File: config.mk
export PLATFORM = sky130hd
export DESIGN_NAME = pow_iter
export DESIGN_NICKNAME = d
export VERILOG_FILES = /design/src/rtl/pow_pkg.sv /design/src/rtl/pow_mul_trunc.sv /design/src/rtl/pow_iter.sv
export SDC_FILE = /design/constraint.sdc
export NUM_CORES = 1
export LEC_CHECK = 0
export BUFFER_PORTS_ARGS = -buffer_cell sky130_fd_sc_hd__buf_4
export CELL_PAD_IN_SITES_DETAIL_PLACEMENT = 0
export CELL_PAD_IN_SITES_GLOBAL_PLACEMENT = 1
export CORE_MARGIN = 8
export CORE_UTILIZATION = 51
export CTS_BUF_LIST = sky130_fd_sc_hd__clkbuf_8
export CTS_CLUSTER_DIAMETER = 60
export CTS_CLUSTER_SIZE = 28
export DETAILED_ROUTE_END_ITERATION = 16
export GPL_TIMING_DRIVEN = 0
export HOLD_SLACK_MARGIN = 0.05
export PLACE_DENSITY_LB_ADDON = 0.08
export SLEW_MARGIN = 20
export SYNTH_ARGS = -nofsm -noshare
export SYNTH_HDL_FRONTEND = slang
export SYNTH_SLANG_ARGS = --single-unit
File: constraint.sdc
create_clock -name clk -period 11.75 [get_ports clk]
set_input_delay 1.7625 -clock clk [delete_from_list [all_inputs] [get_ports clk]]
set_output_delay 1.7625 -clock clk [all_outputs]
set_load 0.01 [all_outputs]
File: src/rtl/pow_pkg.sv
// -----------------------------------------------------------------------------
// pow_pkg
// Shared types and helpers for the iterative power evaluator (pow_iter).
//   state_t  : controller states (IDLE, RUN, DONE)
//   class_t  : classification of an accepted request
//   is_minus1: true when a base of a given width is -1 in two's complement
// -----------------------------------------------------------------------------
package pow_pkg;

    typedef enum logic [1:0] {
        IDLE,
        RUN,
        DONE
    } state_t;

    typedef enum logic [2:0] {
        NEG_ZERO,    // 0 ** negative   -> undefined
        NEG_ONE,     // 1 ** negative   -> 1
        NEG_MINUS1,  // -1 ** negative  -> +/-1 depending on exponent parity
        NEG_OTHER,   // |base| > 1 ** negative -> 0
        ZERO_EXP,    // x ** 0          -> 1
        ITER         // non-negative, non-zero exponent: square-and-multiply
    } class_t;

    // Widest base supported by is_minus1. The caller zero-extends its base.
    localparam int MAX_WIDTH = 64;

    // The base is -1 only when it is interpreted as signed and its low
    // 'width' bits are all ones. An unsigned all-ones base is simply large.
    function automatic logic is_minus1(input logic [MAX_WIDTH-1:0] a_z,
                                       input int                   width,
                                       input logic                 a_signed);
        logic all_ones;
        all_ones = 1'b1;
        for (int i = 0; i < MAX_WIDTH; i++) begin
            if ((i < width) && !a_z[i]) begin
                all_ones = 1'b0;
            end
        end
        return a_signed & all_ones;
    endfunction

endpackage

File: src/rtl/pow_mul_trunc.sv
// -----------------------------------------------------------------------------
// pow_mul_trunc
// Combinational WIDTH x WIDTH multiplier returning only the low WIDTH bits.
// The low half of a product is identical for signed and unsigned operands,
// so no signedness input is needed.
//   op_a, op_b : operands
//   prod       : (op_a * op_b) mod 2^WIDTH
// -----------------------------------------------------------------------------
module pow_mul_trunc #(
    parameter int WIDTH = 8
) (
    input  logic [WIDTH-1:0] op_a,
    input  logic [WIDTH-1:0] op_b,
    output logic [WIDTH-1:0] prod
);

    // WIDTH-bit assignment context truncates the product to its low half.
    assign prod = op_a * op_b;

endmodule

File: src/rtl/pow_iter.sv
// -----------------------------------------------------------------------------
// pow_iter
// Iterative, handshaked evaluator of the Verilog '**' operator with the result
// truncated to WIDTH bits. Base and exponent signedness are chosen per request.
// Negative exponents follow the IEEE 1364 rules; 0 ** negative is reported on
// y_undef with y = 0.
//
// Ports:
//   clk, rst_n          : clock, asynchronous active-low reset
//   in_valid / in_ready : request handshake (in_ready only in IDLE)
//   a [WIDTH]           : base
//   b [EWIDTH]          : exponent
//   a_signed, b_signed  : two's-complement interpretation of a / b
//   out_valid/out_ready : result handshake (out_valid only in DONE)
//   y [WIDTH]           : result mod 2^WIDTH
//   y_undef             : result undefined (0 ** negative)
// -----------------------------------------------------------------------------
module pow_iter
    import pow_pkg::*;
#(
    parameter int WIDTH  = 8,
    parameter int EWIDTH = 8
) (
    input  logic              clk,
    input  logic              rst_n,
    input  logic              in_valid,
    output logic              in_ready,
    input  logic [WIDTH-1:0]  a,
    input  logic [EWIDTH-1:0] b,
    input  logic              a_signed,
    input  logic              b_signed,
    output logic              out_valid,
    input  logic              out_ready,
    output logic [WIDTH-1:0]  y,
    output logic              y_undef
);

    localparam logic [WIDTH-1:0] ONE      = WIDTH'(1);
    localparam logic [WIDTH-1:0] ALL_ONES = {WIDTH{1'b1}};

    state_t             state_q,   state_d;
    logic [WIDTH-1:0]   acc_q,     acc_d;
    logic [WIDTH-1:0]   sq_q,      sq_d;
    logic [EWIDTH-1:0]  exp_q,     exp_d;
    logic [WIDTH-1:0]   y_q,       y_d;
    logic               y_undef_q, y_undef_d;

    logic [WIDTH-1:0]   acc_mul;
    logic [WIDTH-1:0]   sq_mul;
    logic [WIDTH-1:0]   acc_upd;
    logic [EWIDTH-1:0]  exp_shift;
    logic               neg;
    logic               a_is_minus1;
    class_t             req_class;

    // ---------------------------------------------------------------------
    // Datapath multipliers: one accumulates, one squares.
    // ---------------------------------------------------------------------
    pow_mul_trunc #(.WIDTH(WIDTH)) u_mul_acc (
        .op_a (acc_q),
        .op_b (sq_q),
        .prod (acc_mul)
    );

    pow_mul_trunc #(.WIDTH(WIDTH)) u_mul_sq (
        .op_a (sq_q),
        .op_b (sq_q),
        .prod (sq_mul)
    );

    // Multiply the accumulator in only for exponent bits that are set.
    assign acc_upd   = exp_q[0] ? acc_mul : acc_q;
    assign exp_shift = exp_q >> 1;

    // ---------------------------------------------------------------------
    // Request classification (only meaningful while in IDLE).
    // ---------------------------------------------------------------------
    assign neg         = b_signed & b[EWIDTH-1];
    assign a_is_minus1 = is_minus1(MAX_WIDTH'(a), WIDTH, a_signed);

    always_comb begin
        req_class = ITER;
        if (neg) begin
            if (a == '0) begin
                req_class = NEG_ZERO;
            end else if (a == ONE) begin
                req_class = NEG_ONE;
            end else if (a_is_minus1) begin
                req_class = NEG_MINUS1;
            end else begin
                req_class = NEG_OTHER;
            end
        end else if (b == '0) begin
            req_class = ZERO_EXP;
        end
    end

    // ---------------------------------------------------------------------
    // Next-state and output logic.
    // ---------------------------------------------------------------------
    always_comb begin
        state_d   = state_q;
        acc_d     = acc_q;
        sq_d      = sq_q;
        exp_d     = exp_q;
        y_d       = y_q;
        y_undef_d = y_undef_q;
        in_ready  = 1'b0;
        out_valid = 1'b0;

        case (state_q)
            IDLE: begin
                in_ready = 1'b1;
                if (in_valid) begin
                    state_d   = DONE;
                    y_undef_d = 1'b0;
                    case (req_class)
                        NEG_ZERO: begin
                            y_d       = '0;
                            y_undef_d = 1'b1;
                        end
                        NEG_ONE:    y_d = ONE;
                        NEG_MINUS1: y_d = b[0] ? ALL_ONES : ONE;
                        NEG_OTHER:  y_d = '0;
                        ZERO_EXP:   y_d = ONE;
                        default: begin
                            // Exponent is non-negative here, so its raw bits
                            // are its unsigned magnitude.
                            state_d = RUN;
                            acc_d   = ONE;
                            sq_d    = a;
                            exp_d   = b;
                        end
                    endcase
                end
            end

            RUN: begin
                acc_d = acc_upd;
                sq_d  = sq_mul;
                exp_d = exp_shift;
                // Finish on the cycle that consumes the highest set bit.
                if (exp_shift == '0) begin
                    state_d   = DONE;
                    y_d       = acc_upd;
                    y_undef_d = 1'b0;
                end
            end

            DONE: begin
                out_valid = 1'b1;
                if (out_ready) begin
                    state_d = IDLE;
                end
            end

            default: begin
                state_d = IDLE;
            end
        endcase
    end

    // ---------------------------------------------------------------------
    // State registers.
    // ---------------------------------------------------------------------
    always_ff @(posedge clk or negedge rst_n) begin
        if (!rst_n) begin
            state_q   <= IDLE;
            acc_q     <= ONE;
            sq_q      <= '0;
            exp_q     <= '0;
            y_q       <= '0;
            y_undef_q <= 1'b0;
        end else begin
            state_q   <= state_d;
            acc_q     <= acc_d;
            sq_q      <= sq_d;
            exp_q     <= exp_d;
            y_q       <= y_d;
            y_undef_q <= y_undef_d;
        end
    end

    assign y       = y_q;
    assign y_undef = y_undef_q;

endmodule

* After elaboration in Yosys (flattened, before gate mapping)
Cells that the tools add are included.
Storage, ports and cells: bits of input ports 22, output and inout bits 11, logic and storage cells 74, bits in registers 35
Operators by class: equality and inequality tests 12, reduce and logical (&&, ||, !) cells 13, multiplexer cells 39, bitwise logic cells 2, $mul 2
Operator list (count):
- 8-bit two-way mux | 10
- 8-bit case mux with 2 select lines | 4
- 8-bit zero test | 3
- 8-bit case mux with 3 select lines | 1
- 8-bit by 8-bit multiplier with 8-bit output | 2
- 1-bit two-way mux | 15
- 2-bit two-way mux | 5
- 3-bit AND reduction | 3
- 8-bit by 1-bit == test with 1-bit output, second input constant | 1
- 2-bit != test, second input constant | 4
- 3-bit by 2-bit == test with 1-bit output, second input constant | 2
- 3-bit two-way mux | 2
- 2-bit case mux with 3 select lines | 1
- 5-bit OR reduction | 1
- 4-bit by 3-bit != test with 1-bit output, second input constant | 1
- 4-bit AND reduction | 1
- 2-bit OR reduction | 2
- 3-bit by 1-bit == test with 1-bit output, second input constant | 1
- 3-bit == test, second input constant | 1
- 3-bit zero test | 1
- 1-bit bitwise AND | 2
- 2-bit by 1-bit == test with 1-bit output, second input constant | 1
- 2-bit == test, second input constant | 1
- 2-bit zero test | 1
- 2 further kinds | 2

* Depth between registers and ports, before layout
depth after elaboration 18, gate-level depth with buffers 16, depth with buffers taken out 15

* Hierarchy
From an unflattened synthesis, not the netlist that was laid out.
Unflattened totals: cells, all modules 379, area total of the unflattened synthesis 3663.5 um2
Modules (own cells, without submodules):
- pow_iter | cells an instance 176, instances 1, sequential area each 877.1 um2, area each 1886.8 um2
- pow_mul_trunc at u_mul_sq | cells an instance 101, instances 1, sequential area each 0.0 um2, area each 889.6 um2
- pow_mul_trunc at u_mul_acc | cells an instance 102, instances 1, sequential area each 0.0 um2, area each 887.1 um2

* Worst setup path after synthesis
Ideal clock, no wire load.
path type flip-flop to flip-flop, start point reg sq_q[4], end point reg y_q[7], in the netlist y[7], setup time 0.126 ns, stages on the path, launching flop included 15, data required time 11.624 ns, clock period less this slack 4.225 ns, setup slack 7.525 ns, data arrival time 4.099 ns, path buffers 1, cells stage by stage dfrtp_1 clkbuf_1 nand2_1 fa_1 fa_1 inv_1 fa_1 inv_1 fa_1 xor2_1 xnor3_1 xnor3_1 xnor3_1 nor2b_4 o32a_1
Between the ends: word-level cells in the longest chain between the ends 4
RTL lines:
- start: declaration | line pow_iter.sv:43 | logic [WIDTH-1:0] sq_q, sq_d;
- start signal: assignment | line pow_iter.sv:177 | sq_q <= sq_d;
- 8-bit by 8-bit multiplier with 8-bit output | line pow_mul_trunc.sv:18 | assign prod = op_a * op_b;
- 8-bit two-way mux | line pow_iter.sv:72 | assign acc_upd = exp_q[0] ? acc_mul : acc_q;
- 8-bit two-way mux | line pow_iter.sv:143 | if (exp_shift == '0) begin
- 8-bit case mux with 2 select lines | line pow_iter.sv:111 | case (state_q)
- end signal: assignment | line pow_iter.sv:179 | y_q <= y_d;
- end: declaration | line pow_iter.sv:45 | logic [WIDTH-1:0] y_q, y_d;
Every way passes these cells. The select of a mux whose other input is x is not followed. A chain may end at the register's enable or synchronous reset.

* Worst setup path after layout
start point reg sq_q[3], end point reg y_q[7], in the netlist y[7]
Same word-level chain as after synthesis.

==> metrics.txt <==
ys async rst share 1.000; largest family of logic cells by synthesized area adder cells; # DRC 0; Period minus WS final around 4.6 ns; switching portion of total power 0.4672; Storage cell area ~880 µm²; post-synth cell types 42; data arrival time of the critical path 4.81 ns; post-DP HPWL 5584 µm; Worst slew margin 0.5612; EDFF count, synth 0; CTS sink count 35; cell area after layout between 3000 and 4000 µm²; Yosys reg bits 35; outcome complete, no violations; Setup TNS 0 ns; Combinational Power Share 0.682; Rows 28; Die W between 90 and 100 µm; H-tree depth 2; share of cells above drive strength 1 0.1214; top_reg_cell synth dfrtp_1; Antenna Nets Post-Route 0; most common cell in the netlist nand2_1; Die Y between 90 and 100 µm; CTS root buf clkbuf_8; routed via count roughly 2500; Yosys top cell area share 0.2760; die area between 8000 and 9000 µm²; Max-Cap Viols 0; TritonCTS clock tree done; wire length of the first global-routing pass between 10000 and 15000 µm; CTS Buf Count 5; DR iter-0 viols 85; CTS hold repair buffers 0; antenna violations before repair 0; CTS max path bufs 2; worst hold margin 0.5076 ns; top post-synthesis cells by count 47 x nand2_1, 37 x inv_1, 34 x dfrtp_1, 27 x and2_1, 26 x ha_1; Skew-Pair Late Insertion Delay a little under 0.3 ns; DRT Pass-1 Iters 4; Cell Pwr Density ~300 nW/µm²; Compound-Gate Fraction of Synth Area 0.1242; slew at the pin closest to its max-slew limit 0.6416 ns; PostCTS Resize Cnt 0; Yosys top cell by area dfrtp_1; Clock Power Share 0.095; DP Area between 3000 and 4000 µm²; gr usage total 0.1758; peak supply drop approximately 0.00015 V; # setup viols final 0; Synth Area per Inst approximately 9.1 µm²; Synth Area in Simple Gates 0.1871; core area approximately 5900 µm²; R2R Setup Slk approximately 7.1 ns; placer congestion estimate around 0.86; Routed WL 7235 µm; Vias per Instance 5.425; top post-synthesis cells by area dfrtp_1 28%, fa_1 14%, ha_1 11%; xor and xnor area share after synthesis 0.07305; Ports 33; P_leak 1.787 nW; CTS clk-pin slew, worst paths around 0.070 ns; pin count of the biggest net entering global routing 36; antenna fix cells 0; final design utilization 0.5982; Fin Clk Skew between 0.008 and 0.009 ns; postcts setup bufs 0; internal power 0.5497 mW; Reg power frac 0.223; # placed instances 446; Max Freq between 0.2 and 0.25 GHz; net switching power 0.4820 mW; Req. time, crit path 11.93 ns; gr ovfl total 0; Finished Layout Cells between 400 and 500; fin crit share 0.3939; cell count after synthesis approximately 340; register area share after synthesis 0.2845; crit start category register; mux share of post-synthesis cell area 0.02354; area grow syn2layout 14.20%; Worst Path Max Fanout 9; per-cell routed wire length around 16 µm; Synth Area in Adders 0.2419; Yosys warning count 0; synthesized area approximately 3100 µm²; Fin. Hold Viols 0; WS Path Type register to register; Critical Path Sink Type register; Starting Density 0.5238; RSZ-0062 raised after global routing false; nets@finish 447; I/O Buffers 32; number of global-route vias before repair roughly 2700; max-slew violations 0; multi-input combinational cell area just over 2000 µm²; Layout fillers roughly 540; hold crit path type register to register
[cell families after synthesis]
group,after synthesis
AND/OR/NAND/NOR,118
AO/OA/AOI/OAI,56
buffers and inverters,53
adder cells (fa/ha/maj),47
flip-flops,35
XOR/XNOR,21
multiplexers,7
other,1
[power groups by stage]
stage	Sequential [mW]	Combinational, mW	Clock, mW
2_1_floorplan	0.221	0.527	0
3_3_place_gp	0.230	0.694	0
3_5_place_dp	0.231	0.705	0
4_1_cts	0.229	0.715	0.101
5_1_grt	0.238	0.809	0.102
6_report	0.230	0.703	0.0983
[worst max-delay path: stages, from the launching register on]
cell,delay (ns)
dfrtp_1,0.37
clkbuf_1,0.36
nand2_1,0.14
fa_1,0.43
fa_1,0.55
inv_1,0.05
fa_1,0.48
inv_1,0.05
fa_1,0.43
xor2_1,0.21
xnor3_1,0.35
xnor3_1,0.41
xnor3_1,0.22
nor2b_4,0.14
o32a_1,0.33
[per-stage QoR]
step	worst slack, ns	power (mW)
final	7.122	1.032
after global routing	6.836	1.149
after CTS	7.096	1.044
after detailed placement	7.109	0.9365
after global placement	7.181	0.9240
after floorplan	7.525	0.7480
[flip-flops by register name, summed over array words and instances, names as in the netlist]
name,count
sq_q,8
state_q,2
y_undef,1
exp_q,8
y,8
acc_q,8
[final timing paths]
check                      depth (start not counted)                    to           startpoint
min in group asynchronous                          1  exp_q[7]$_DFFE_PN0P_                rst_n
max in group asynchronous                          1  acc_q[0]$_DFFE_PN1P_                rst_n
hold reg to reg                                    1      y[4]$_DFFE_PN0P_     y[4]$_DFFE_PN0P_
setup reg to reg                                  14      y[7]$_DFFE_PN0P_  sq_q[3]$_DFFE_PN0P_
setup / recovery                                  14      y[7]$_DFFE_PN0P_  sq_q[3]$_DFFE_PN0P_
hold / removal                                     1      y[4]$_DFFE_PN0P_     y[4]$_DFFE_PN0P_
[routing by layer]
metal | global-route usage | wire length, µm | up-vias
li1 | - | - | 1190
met1 | 0.2250 | 3432 | 1227
met2 | 0.2935 | 3515 | 38
met3 | 0.03038 | 211 | 8
met4 | 0.05548 | 74 | 0
met5 | 0 | 0 | -
[cell type report]
class | instances | area share
multi-input combinational | 251 | 0.5711
sequential | 35 | 0.2491
timing repair buffer | 32 | 0.06823
inverter | 37 | 0.03945
clock buffer | 7 | 0.02736
tap | 75 | 0.02665
buffer | 16 | 0.01706
clock inverter | 1 | 0.001066
[cell usage in the layout, fill, tap and decap left out, types with 14 or more instances in the layout]
| cell type | instances |
|---|---|
| nor2_1 | 23 |
| buf_4 | 32 |
| clkbuf_1 | 16 |
| dfrtp_1 | 34 |
| fa_1 | 21 |
| ha_1 | 26 |
| nand2_1 | 47 |
| and2_1 | 27 |
| inv_1 | 38 |
| xnor2_1 | 14 |
(Power assumes the default switching activity.)
